### src/rtl/decoder_scan.sv
// Registered N-to-2^N one-hot decoder with a self-timed sweep that walks one hot bit across all outputs.
// Define DECODER_SCAN_ONEHOT_CHECK_EN to build the sticky one-hot checker that drives err.
module decoder_scan #(
  parameter int N = 5
) (
  input  logic             clk,
  input  logic             reset_n,
  input  logic [N-1:0]     sel,
  input  logic             en,
  input  logic             clear_req,
  output logic [2**N-1:0]  o,
  output logic             busy,
  output logic             done,
  output logic             err
);

  localparam int unsigned W = 2**N;

  typedef enum logic [1:0] {
    IDLE,
    SCAN,
    DONE
  } state_t;

  state_t         r_state;
  logic [N-1:0]   r_cnt;
  logic [W-1:0]   r_o;
  logic           r_busy;
  logic           r_done;

  logic [W-1:0]   w_dec;
  logic [W-1:0]   w_scan;

  assign w_dec  = en ? (W'(1) << sel) : '0;
  assign w_scan = W'(1) << r_cnt;

  always_ff @(posedge clk or negedge reset_n) begin
    if (!reset_n) begin
      r_state <= IDLE;
      r_cnt   <= '0;
      r_o     <= '0;
      r_busy  <= 1'b0;
      r_done  <= 1'b0;
    end else begin
      case (r_state)
        IDLE: begin
          if (clear_req) begin
            r_state <= SCAN;
            r_cnt   <= N'(1);
            r_o     <= W'(1);
            r_busy  <= 1'b1;
          end else begin
            r_o <= w_dec;
          end
        end
        SCAN: begin
          // r_cnt has already wrapped to zero when the top bit is showing, so the exit leaves it cleared
          if (r_o[W-1]) begin
            r_state <= DONE;
            r_o     <= '0;
            r_busy  <= 1'b0;
            r_done  <= 1'b1;
          end else begin
            r_o   <= w_scan;
            r_cnt <= r_cnt + N'(1);
          end
        end
        DONE: begin
          r_state <= IDLE;
          r_o     <= w_dec;
          r_done  <= 1'b0;
        end
        default: begin
          r_state <= IDLE;
          r_cnt   <= '0;
          r_o     <= '0;
          r_busy  <= 1'b0;
          r_done  <= 1'b0;
        end
      endcase
    end
  end

  assign o    = r_o;
  assign busy = r_busy;
  assign done = r_done;

`ifdef DECODER_SCAN_ONEHOT_CHECK_EN
  logic r_err;
  logic w_multi;
  logic w_done_nz;

  // x & (x-1) clears the lowest set bit; anything left means two or more bits were set
  assign w_multi   = |(r_o & (r_o - W'(1)));
  assign w_done_nz = (r_state == DONE) && (|r_o);

  always_ff @(posedge clk or negedge reset_n) begin
    if (!reset_n) begin
      r_err <= 1'b0;
    end else if (w_multi || w_done_nz) begin
      r_err <= 1'b1;
    end
  end

  assign err = r_err;
`else
  assign err = 1'b0;
`endif

endmodule

### config.mk
export PLATFORM = sky130hd
export DESIGN_NAME = decoder_scan
export DESIGN_NICKNAME = d
export VERILOG_FILES = /design/src/rtl/decoder_scan.sv
export SDC_FILE = /design/constraint.sdc
export NUM_CORES = 1
export LEC_CHECK = 0
export ABC_AREA = 1
export CORE_ASPECT_RATIO = 1.25
export CORE_UTILIZATION = 50
export CTS_BUF_LIST = sky130_fd_sc_hd__clkbuf_4 sky130_fd_sc_hd__clkbuf_8
export CTS_CLUSTER_SIZE = 20
export DETAILED_ROUTE_END_ITERATION = 10
export PLACE_DENSITY = 0.8
export RECOVER_POWER = 50
export SYNTH_ARGS = -nofsm -noshare
export SYNTH_HDL_FRONTEND = slang
export SYNTH_SLANG_ARGS = --single-unit
### constraint.sdc
create_clock -name clk -period 1.4 [get_ports clk]
set_input_delay 0.28 -clock clk [delete_from_list [all_inputs] [get_ports clk]]
set_output_delay 0.28 -clock clk [all_outputs]
set_load 0.05 [all_outputs]
-- After elaboration in Yosys (flattened, before gate mapping)
Index checks and enable logic that the tools add are counted.
- register bits after elaboration: 41
- bits of input ports: 9
- output and inout bits: 35
- word-level logic and storage cells: 35
- add/sub/neg operators: 1
- eq/ne operators: 5
- shifts and indexed selects: 2
- multiplexer cells: 15
- bitwise logic cells: 2
- reductions and logical operators: 5
- operator list (kind ; number):
    2-to-1 mux 32 bit ; 3
    one-hot mux 32 bit (3 select lines) ; 1
    << shifter 1 x 5 -> 32 bit (first input constant) ; 2
    one-hot mux 5 bit (3 select lines) ; 1
    2-to-1 mux 5 bit ; 2
    != test 2 bit (second input constant) ; 3
    AND reduction 3 bit ; 2
    adder 5 x 1 -> 5 bit (second input constant) ; 1
    2-to-1 mux 2 bit ; 2
    one-hot mux 2 bit (2 select lines) ; 1
    AND reduction 2 bit ; 2
    2-to-1 mux 1 bit ; 3
    one-hot mux 1 bit (3 select lines) ; 1
    == test 2 x 1 -> 1 bit (second input constant) ; 1
    == test 2 bit (second input constant) ; 1
    zero test 2 bit ; 1
    NOT 1 bit ; 2
    one-hot mux 1 bit (2 select lines) ; 1

-- Logic depth before layout (Yosys ltp)
Gate-level depths: netlist (run 1).
- word-level depth: 4
- mapped depth: 7
- gate-level depth less buffers: 6

-- Worst setup path after synthesis (run 1)
OpenSTA, ideal clock, no wires.
- kind: reg2reg
- from: register r_o[31], in the netlist o[31]
- to: register r_o[12], in the netlist o[12]
- library setup time: 127 ps
- arrival: 1212 ps
- data required time: 1273 ps
- setup slack: 61 ps
- stages on the path, launching flop included: 7
- buffers on the path: 1
- period minus slack after synthesis: 1339 ps
- path through: dfrtp_1 -> inv_1 -> nand2_4 -> nor2_8 -> buf_6 -> nand2_1 -> o21ai_0
- cells in the longest elaborated chain, start to end: 2
- RTL lines (what ; RTL line ; source):
    start, declared ; 27 ; logic [W-1:0] r_o;
    start signal, assigned ; 53 ; r_o <= w_dec;
    start signal, assigned ; 64 ; r_o <= w_scan;
    start signal, assigned ; 70 ; r_o <= w_dec;
    2-to-1 mux 32 bit ; 58 ; if (r_o[W-1]) begin
    one-hot mux 32 bit (3 select lines) ; 45 ; case (r_state)
No other way between the ends.
A chain may end at the register's enable or synchronous reset.

-- Final worst setup path (run 1)
- from: register r_cnt[0]
- to: register r_o[2], in the netlist o[2]
- cells in the longest elaborated chain, start to end: 3
- RTL lines (what ; RTL line ; source):
    start, declared ; 26 ; logic [N-1:0] r_cnt;
    start signal, assigned ; 65 ; r_cnt <= r_cnt + N'(1);
    << shifter 1 x 5 -> 32 bit ; 35 ; assign w_scan = W'(1) << r_cnt;
    2-to-1 mux 32 bit ; 58 ;
    one-hot mux 32 bit (3 select lines) ; 45 ;
No other way between the ends.

==> results by group, run 1 <==
Run status
  – Run status: finished with violations
  – Violated checks: setup timing

Clock tree
  – Clock transition at the register clock pins on the worst setup and hold paths after CTS: 80 ps
  – Buffer cell driving the clock tree root: sky130_fd_sc_hd__clkbuf_8
  – TritonCTS sink count: 41
  – Number of H-tree levels: 2
  – Clock latency at the later pin of the worst-skew pair: 290 ps
  – Clock tree from TritonCTS: done
  – CTS Buffer Depth: 2
  – Total CTS buffers: 5

Layout
  – Utilization of the core after routing: 0.751
  – Most common cell after layout, fill and taps aside: sky130_fd_sc_hd__nand2_1
  – Antenna diode count: 0
  – Leading cell types in the layout, fill and taps excluded: sky130_fd_sc_hd__nand2_1, sky130_fd_sc_hd__dfrtp_1, sky130_fd_sc_hd__buf_12
  – Area grow syn2layout: 43.5%
  – Net count reported at finish: 287
  – Layout cell share with drive strength beyond 1: 0.271

Detailed routing
  – Drt first pass iters: 4
  – Routed via count divided by cell count: 5.31
  – Detailed-route wire length per cell: between 10 and 15 um
  – Antenna-violating nets left: 0
  – First DRT Iteration DRCs: 82
  – Remaining routing DRC violations: 0
  – Total number of vias: 1736
  – Final Routed Wirelength: 4610 um

Floorplan
  – Area enclosed by the die boundary: 4220 um2
  – Starting utilization of the core area: 0.523
  – Die Ht: between 70 and 80 um
  – Top-Level Pins: 44
  – Core Box Area: 3780 um2
  – Number of cell rows: 25
  – Die Width: 58.3 um

Worst setup path
  – Worst Path Max Fanout: 6
  – Arrival time reported for the critical path endpoint: 1600 ps
  – Critical Path Sink Type: flip-flop
  – Most frequent cell on the critical path: sky130_fd_sc_hd__inv_1
  – Worst reg2reg path endpoint: o[2]
  – Depth of the most critical reg-to-reg path: 6
  – Worst reg2reg startpoint: r_cnt[0]
  – Delay of the slowest critical-path stage: about 450 ps
  – Worst path slowest cell: sky130_fd_sc_hd__dfrtp_1
  – Required @ worst endpoint: between 1500 and 2000 ps
  – Category of the worst setup path launch point: flip-flop
  – Minimum setup slack among reg-to-reg paths: -2 ps
  – Setup Crit Path Kind: flip-flop to flip-flop
  – Crit path cell chain: inv_1 -> ha_1 -> inv_1 -> nor3_1 -> nand2_1 -> o21ai_0

Global route
  – Global-route wire length before repair: between 7000 and 8000 um
  – All-Layer GR Usage: 0.237
  – Maximum number of pins on one net before global-route repair: 25
  – Antenna violations before repair: 0
  – Total gr overflow: 0
  – Via count of the first global-routing pass: 1690

STA
  – Highest clock frequency the design can meet: 713 MHz
  – Final Hold Fails: 0
  – Setup-violating endpoint count in the final report: 1
  – Final Skew: a little under 7 ps
  – Share of the clock period used by the worst path: 1.00
  – Shortest period the worst path allows: approximately 1400 ps
  – Unrepaired setup endpoints after global routing: true
  – Number of max-slew violations in the final report: 0
  – Total negative slack: -1.79 ps
  – Worst Slack Setup Final: -1.79 ps

Synthesis
  – Synthesized area per cell: around 9 um2
  – Syn Nets: 237
  – Top cell type by total area after synthesis: sky130_fd_sc_hd__dfrtp_1
  – Mapped cell area: between 1500 and 2000 um2
  – Portion of synthesized cell area occupied by the leading cell type: 0.518
  – Post-synthesis cell count: 222
  – Most area-consuming cells after synthesis: sky130_fd_sc_hd__dfrtp_1, sky130_fd_sc_hd__nand2_1, sky130_fd_sc_hd__o21ai_0
  – Number of warnings printed during yosys synthesis: 0
  – Share of synthesized area occupied by flip-flops and latches: 0.518
  – Number of synthesized register bits: between 40 and 50
  – Unique cell type count in the Yosys netlist: 23

Placement
  – Count of port buffers added during placement: 42
  – HPWL reported at the end of detailed placement: 3530 um
  – Final Wtd Congestion: between 0.9 and 1

Worst hold path
  – Class of the tightest hold or removal check: primary input to async pin

Job
  – Max-Cap Viols: 0

Power
  – Largest voltage drop on the vdd net: 1360 uV
  – Leakage Power: 0.00131 uW
  – Power density relative to cell area: approximately 1700 nW/um2
==> synthesized netlist by cell type, drive strengths merged <==
cell	n
nand2	59
dfrtp	41
o21ai	36
inv	23
nand4	15
nor3	12
nand3	9
nor2	9
buf	8
ha	6
clkbuf	2
a21oi	1
conb	1
==> through the flow <==
stage          area [um2]  setup slack [ps]  instances  hold WS [ps]  power, uW
2_1_floorplan        1980              61.3        222         -15.6       3090
3_3_place_gp         2820             -85.4        318           241       4050
3_5_place_dp         2820              -201        318           247       4120
4_1_cts              2920              12.8        327           472       4870
5_1_grt              2840             -81.6        327           512       5060
6_report             2840             -1.79        327           464       4800
==> registers in the layout, summed over array words and instances, names as in the netlist <==
name / flops
done: 1
r_state: 2
r_cnt: 5
o: 32
busy: 1
==> layer usage <==
layer  wire length (um)  vias up  global-route usage
met5                  0        -                   0
met4                 78        0              0.0688
met3                242        9              0.0588
met2               2530       67               0.416
met1               1760      833               0.286
li1                   -      827                   -
==> cells by family (layout without fill, tap and decap cells) <==
| group | after synthesis | count (layout) | synth area share |
|---|---|---|---|
| adders and majority gates | 6 | 6 | 0.0379 |
| other | 1 | 1 | 0.00189 |
| buffers and inverters | 33 | 84 | 0.0783 |
| AOI/OAI and AO/OA | 37 | 37 | 0.107 |
| and+or+nand+nor | 104 | 104 | 0.257 |
| DFF | 41 | 41 | 0.518 |
==> power by group <==
part	switching (uW)	internal [uW]	total (uW)
sequential	241	1420	1660
clock	384	365	748
combinational	1500	886	2390
==> cell type report <==
cell class | instances | area, um2
multi-input cells | 148 | 826
well taps | 54 | 67.6
clock inverters | 2 | 10.0
fillers | 229 | 942
repair buffers | 53 | 751
inverters | 23 | 86.3
flip-flops and latches | 41 | 1030
clock buffers | 6 | 76.3
==> worst max-delay path: cells and delay by family, from the launching register on <==
| family | cells | cell delay (ps) |
|---|---|---|
| AO/OA/AOI/OAI | 1 | 90 |
| adder cells (fa/ha/maj) | 1 | 160 |
| buffers and inverters | 2 | 200 |
| flip-flops | 1 | 450 |
| AND/OR/NAND/NOR | 2 | 410 |
==> worst max-delay path by stage <==
stage,from,to,slack [ps],cells past startpoint
finish,r_cnt[0],o[2],-2,6
global route,r_cnt[0],o[26],-80,6
CTS,r_cnt[0],o[2],10,6
detailed placement,clear_req,o[6],-200,4
global placement,clear_req,o[3],-90,4
floorplan,o[31],o[12],60,6
==> timing repair <==
action / 4_1_cts / 5_1_grt
hold buffers: 1 / 0
resized for setup: 0 / 5
endpoints found under the setup margin: 0 / 18
hold endpoints to repair: 17 / 0
setup buffers: 0 / 0
Power figures use the tool's default switching activity.
==> inputs of run 2 (changes only) <==
--- a/config.mk
+++ b/config.mk
@@ -6,7 +6,9 @@
 export NUM_CORES = 1
 export LEC_CHECK = 0
 export ABC_AREA = 1
+export ABC_CLOCK_PERIOD_IN_PS = 1400
 export CORE_ASPECT_RATIO = 1.25
+export CORE_MARGIN = 2
 export CORE_UTILIZATION = 50
 export CTS_BUF_LIST = sky130_fd_sc_hd__clkbuf_4 sky130_fd_sc_hd__clkbuf_8
 export CTS_CLUSTER_SIZE = 20
==> run 2 against run 1 <==
The flow now finishes without violations; flip-flop and latch count unchanged; clock skew is 1.6 ps lower; final area grew 6.5%; combinational power grew 8%; sequential power up 2%; clock-buffer cell count increased by 1; fmax grew 2.1%; critical path type unchanged; core utilization grew 4.9 points.
==> results by group, run 2 (same netlist as run 1, synthesis figures left out) <==
Global route
  – Via count of the first global-routing pass: 1847 (was 1690)
  – Maximum number of pins on one net before global-route repair: 42 (was 25)
  – Global-route wire length before repair: 8190 um (was 7570 um)
  – Total gr overflow: 0 (unchanged)
  – Antenna violations before repair: 0 (unchanged)
  – All-Layer GR Usage: 0.246 (was 0.237)

Placement
  – Final Wtd Congestion: 0.902 (was 0.954)
  – Placed cell count: 321 (was 318)
  – HPWL reported at the end of detailed placement: 3500 um (was 3530 um)
  – Count of port buffers added during placement: 42 (unchanged)
  – Pre-CTS setup slack: -163 ps (was -201 ps)

STA
  – Shortest period the worst path allows: 1370 ps (was 1400 ps)
  – Worst Tran Pin Value: 557 ps
  – Worst relative slew slack: 0.629
  – Number of max-slew violations in the final report: 0 (unchanged)
  – Setup-violating endpoint count in the final report: 0 (was 1)
  – Worst Slack Setup Final: 27.2 ps (was -1.79 ps)
  – Final Hold Fails: 0 (unchanged)
  – Unrepaired setup endpoints after global routing: true (unchanged)
  – Share of the clock period used by the worst path: 0.981 (was 1.00)
  – Final Skew: 5.30 ps (was 6.87 ps)
  – Highest clock frequency the design can meet: 728 MHz (was 713 MHz)

Power
  – Power density relative to cell area: 1740 nW/um2 (was 1690 nW/um2)
  – Part of the total power dissipated in sequential elements: 0.322 (was 0.346)
  – Switching power of the nets: 2220 uW (was 2130 uW)
  – Net switching fraction of the power: 0.421 (was 0.443)
  – Clk pwr share: 0.189 (was 0.156)
  – Largest voltage drop on the vdd net: 1140 uV (was 1360 uV)
  – Gate power share: 0.489 (was 0.498)
  – Design internal power: 3050 uW (was 2670 uW)
  – Leakage Power: 0.00137 uW (was 0.00131 uW)

Layout
  – Most common cell after layout, fill and taps aside: sky130_fd_sc_hd__nand2_1 (unchanged)
  – Layout cell share with drive strength beyond 1: 0.308 (was 0.271)
  – Area grow syn2layout: 52.8% (was 43.5%)
  – FILL cells: 199 (was 229)
  – Net count reported at finish: 290 (was 287)
  – Leading cell types in the layout, fill and taps excluded: sky130_fd_sc_hd__nand2_1, sky130_fd_sc_hd__dfrtp_1, sky130_fd_sc_hd__buf_12 (unchanged)
  – Post-layout instance count excluding filler cells: 330 (was 327)
  – Antenna diode count: 0 (unchanged)
  – Utilization of the core after routing: 0.800 (was 0.751)
  – Max reg flops: 32 (unchanged)

Detailed routing
  – First DRT Iteration DRCs: 92 (was 82)
  – Total number of vias: 1822 (was 1736)
  – Detailed-route wire length per cell: 15.2 um (was 14.1 um)
  – Routed via count divided by cell count: 5.52 (was 5.31)
  – Antenna-violating nets left: 0 (unchanged)
  – Remaining routing DRC violations: 0 (unchanged)
  – Final Routed Wirelength: 5010 um (was 4610 um)
  – Drt first pass iters: 5 (was 4)

Worst setup path
  – Setup Crit Path Kind: flip-flop to flip-flop (unchanged)
  – Critical Path Sink Type: flip-flop (unchanged)
  – Arrival time reported for the critical path endpoint: 1580 ps (was 1600 ps)
  – Required @ worst endpoint: 1610 ps (was 1600 ps)
  – Category of the worst setup path launch point: flip-flop (unchanged)
  – Worst Path Max Fanout: 6 (unchanged)

Clock tree
  – Total CTS buffers: 5 (unchanged)
  – Post-CTS Setup Bufs: 0 (unchanged)
  – Clock latency at the later pin of the worst-skew pair: 290 ps (about the same)
  – TritonCTS sink count: 41 (unchanged)
  – Clock transition at the register clock pins on the worst setup and hold paths after CTS: 80 ps (about the same)
  – CTS Buffer Depth: 2 (unchanged)
  – Clock tree from TritonCTS: done (unchanged)
  – Number of H-tree levels: 2 (unchanged)
  – Buffer cell driving the clock tree root: sky130_fd_sc_hd__clkbuf_8 (unchanged)

Floorplan
  – Die Width: 60.3 um (was 58.3 um)
  – Number of cell rows: 25 (unchanged)
  – Starting utilization of the core area: 0.523 (unchanged)
  – Area enclosed by the die boundary: 4480 um2 (was 4220 um2)
  – Core Box Area: 3780 um2 (unchanged)
  – Die Ht: 74.4 um (was 72.4 um)
  – Top-Level Pins: 44 (unchanged)

Job
  – Max-Cap Viols: 0 (unchanged)

Worst hold path
  – Class of the tightest hold or removal check: flip-flop to flip-flop (was primary input to async pin)

Run status
  – Run status: completed (was finished with violations)
-- run 2: metal layers --
layer	global-route usage	share of wire	vias to the layer above
met4	0.119	0.039	0
li1	-	-	836
met3	0.0609	0.061	31
met1	0.282	0.37	859
met2	0.424	0.53	96
met5	0	0	-
-- run 2: cell type report --
cell class,count,area [um2],share of cell area
flip-flops and latches,41,1030,0.340
repair buffers,56,867,0.286
multi-input cells,148,857,0.283
clock buffers,7,90.1,0.0298
inverters,23,86.3,0.0285
well taps,54,67.6,0.0223
clock inverters,1,30.0,0.00992
-- run 2: through the flow --
stage | hold WS, ps | total power (uW) | TNS [ps] | cell area (um2)
final | 556 | 5270 | 0 | 3030
after CTS | 482 | 5150 | 0 | 2980
after detailed placement | 268 | 4140 | -2760 | 2850
after global placement | 260 | 4060 | -1060 | 2850
after global routing | 565 | 5560 | -107 | 3030
after floorplan | -15.6 | 3090 | 0 | 1980
-- run 2: path summary, 6_finish.rpt --
path	cells past startpoint	start	endpoint	slack [ps]
max	6	r_cnt[1]	o[17]	30
min	2	done	done	560
max reg2reg	6	r_cnt[1]	o[17]	30
min reg2reg	2	done	done	560
max in group asynchronous	3	reset_n	r_cnt[0]	370
min in group asynchronous	3	reset_n	o[19]	610
-- run 2: repair_timing --
action	in CTS	in global routing
hold buffers	1	0
endpoints found under the hold margin	41	0
resized for setup	0	16
setup endpoints to repair	0	21
-- run 2: critical path, stage by stage (launching register included) --
cell                      delay, ps
sky130_fd_sc_hd__dfrtp_2        450
sky130_fd_sc_hd__inv_1           90
sky130_fd_sc_hd__ha_1           160
sky130_fd_sc_hd__inv_1           90
sky130_fd_sc_hd__nor3_1         250
sky130_fd_sc_hd__nand2_1        120
sky130_fd_sc_hd__o21ai_1        120
-- run 2: power by group through the flow --
stage                     Sequential [uW]  Clock, uW  Combinational (uW)
after global routing                 1720       1060                2770
after floorplan                      2130          0                 959
final                                1700        995                2580
after global placement               1690          0                2370
after CTS                            1680       1020                2460
after detailed placement             1700          0                2440
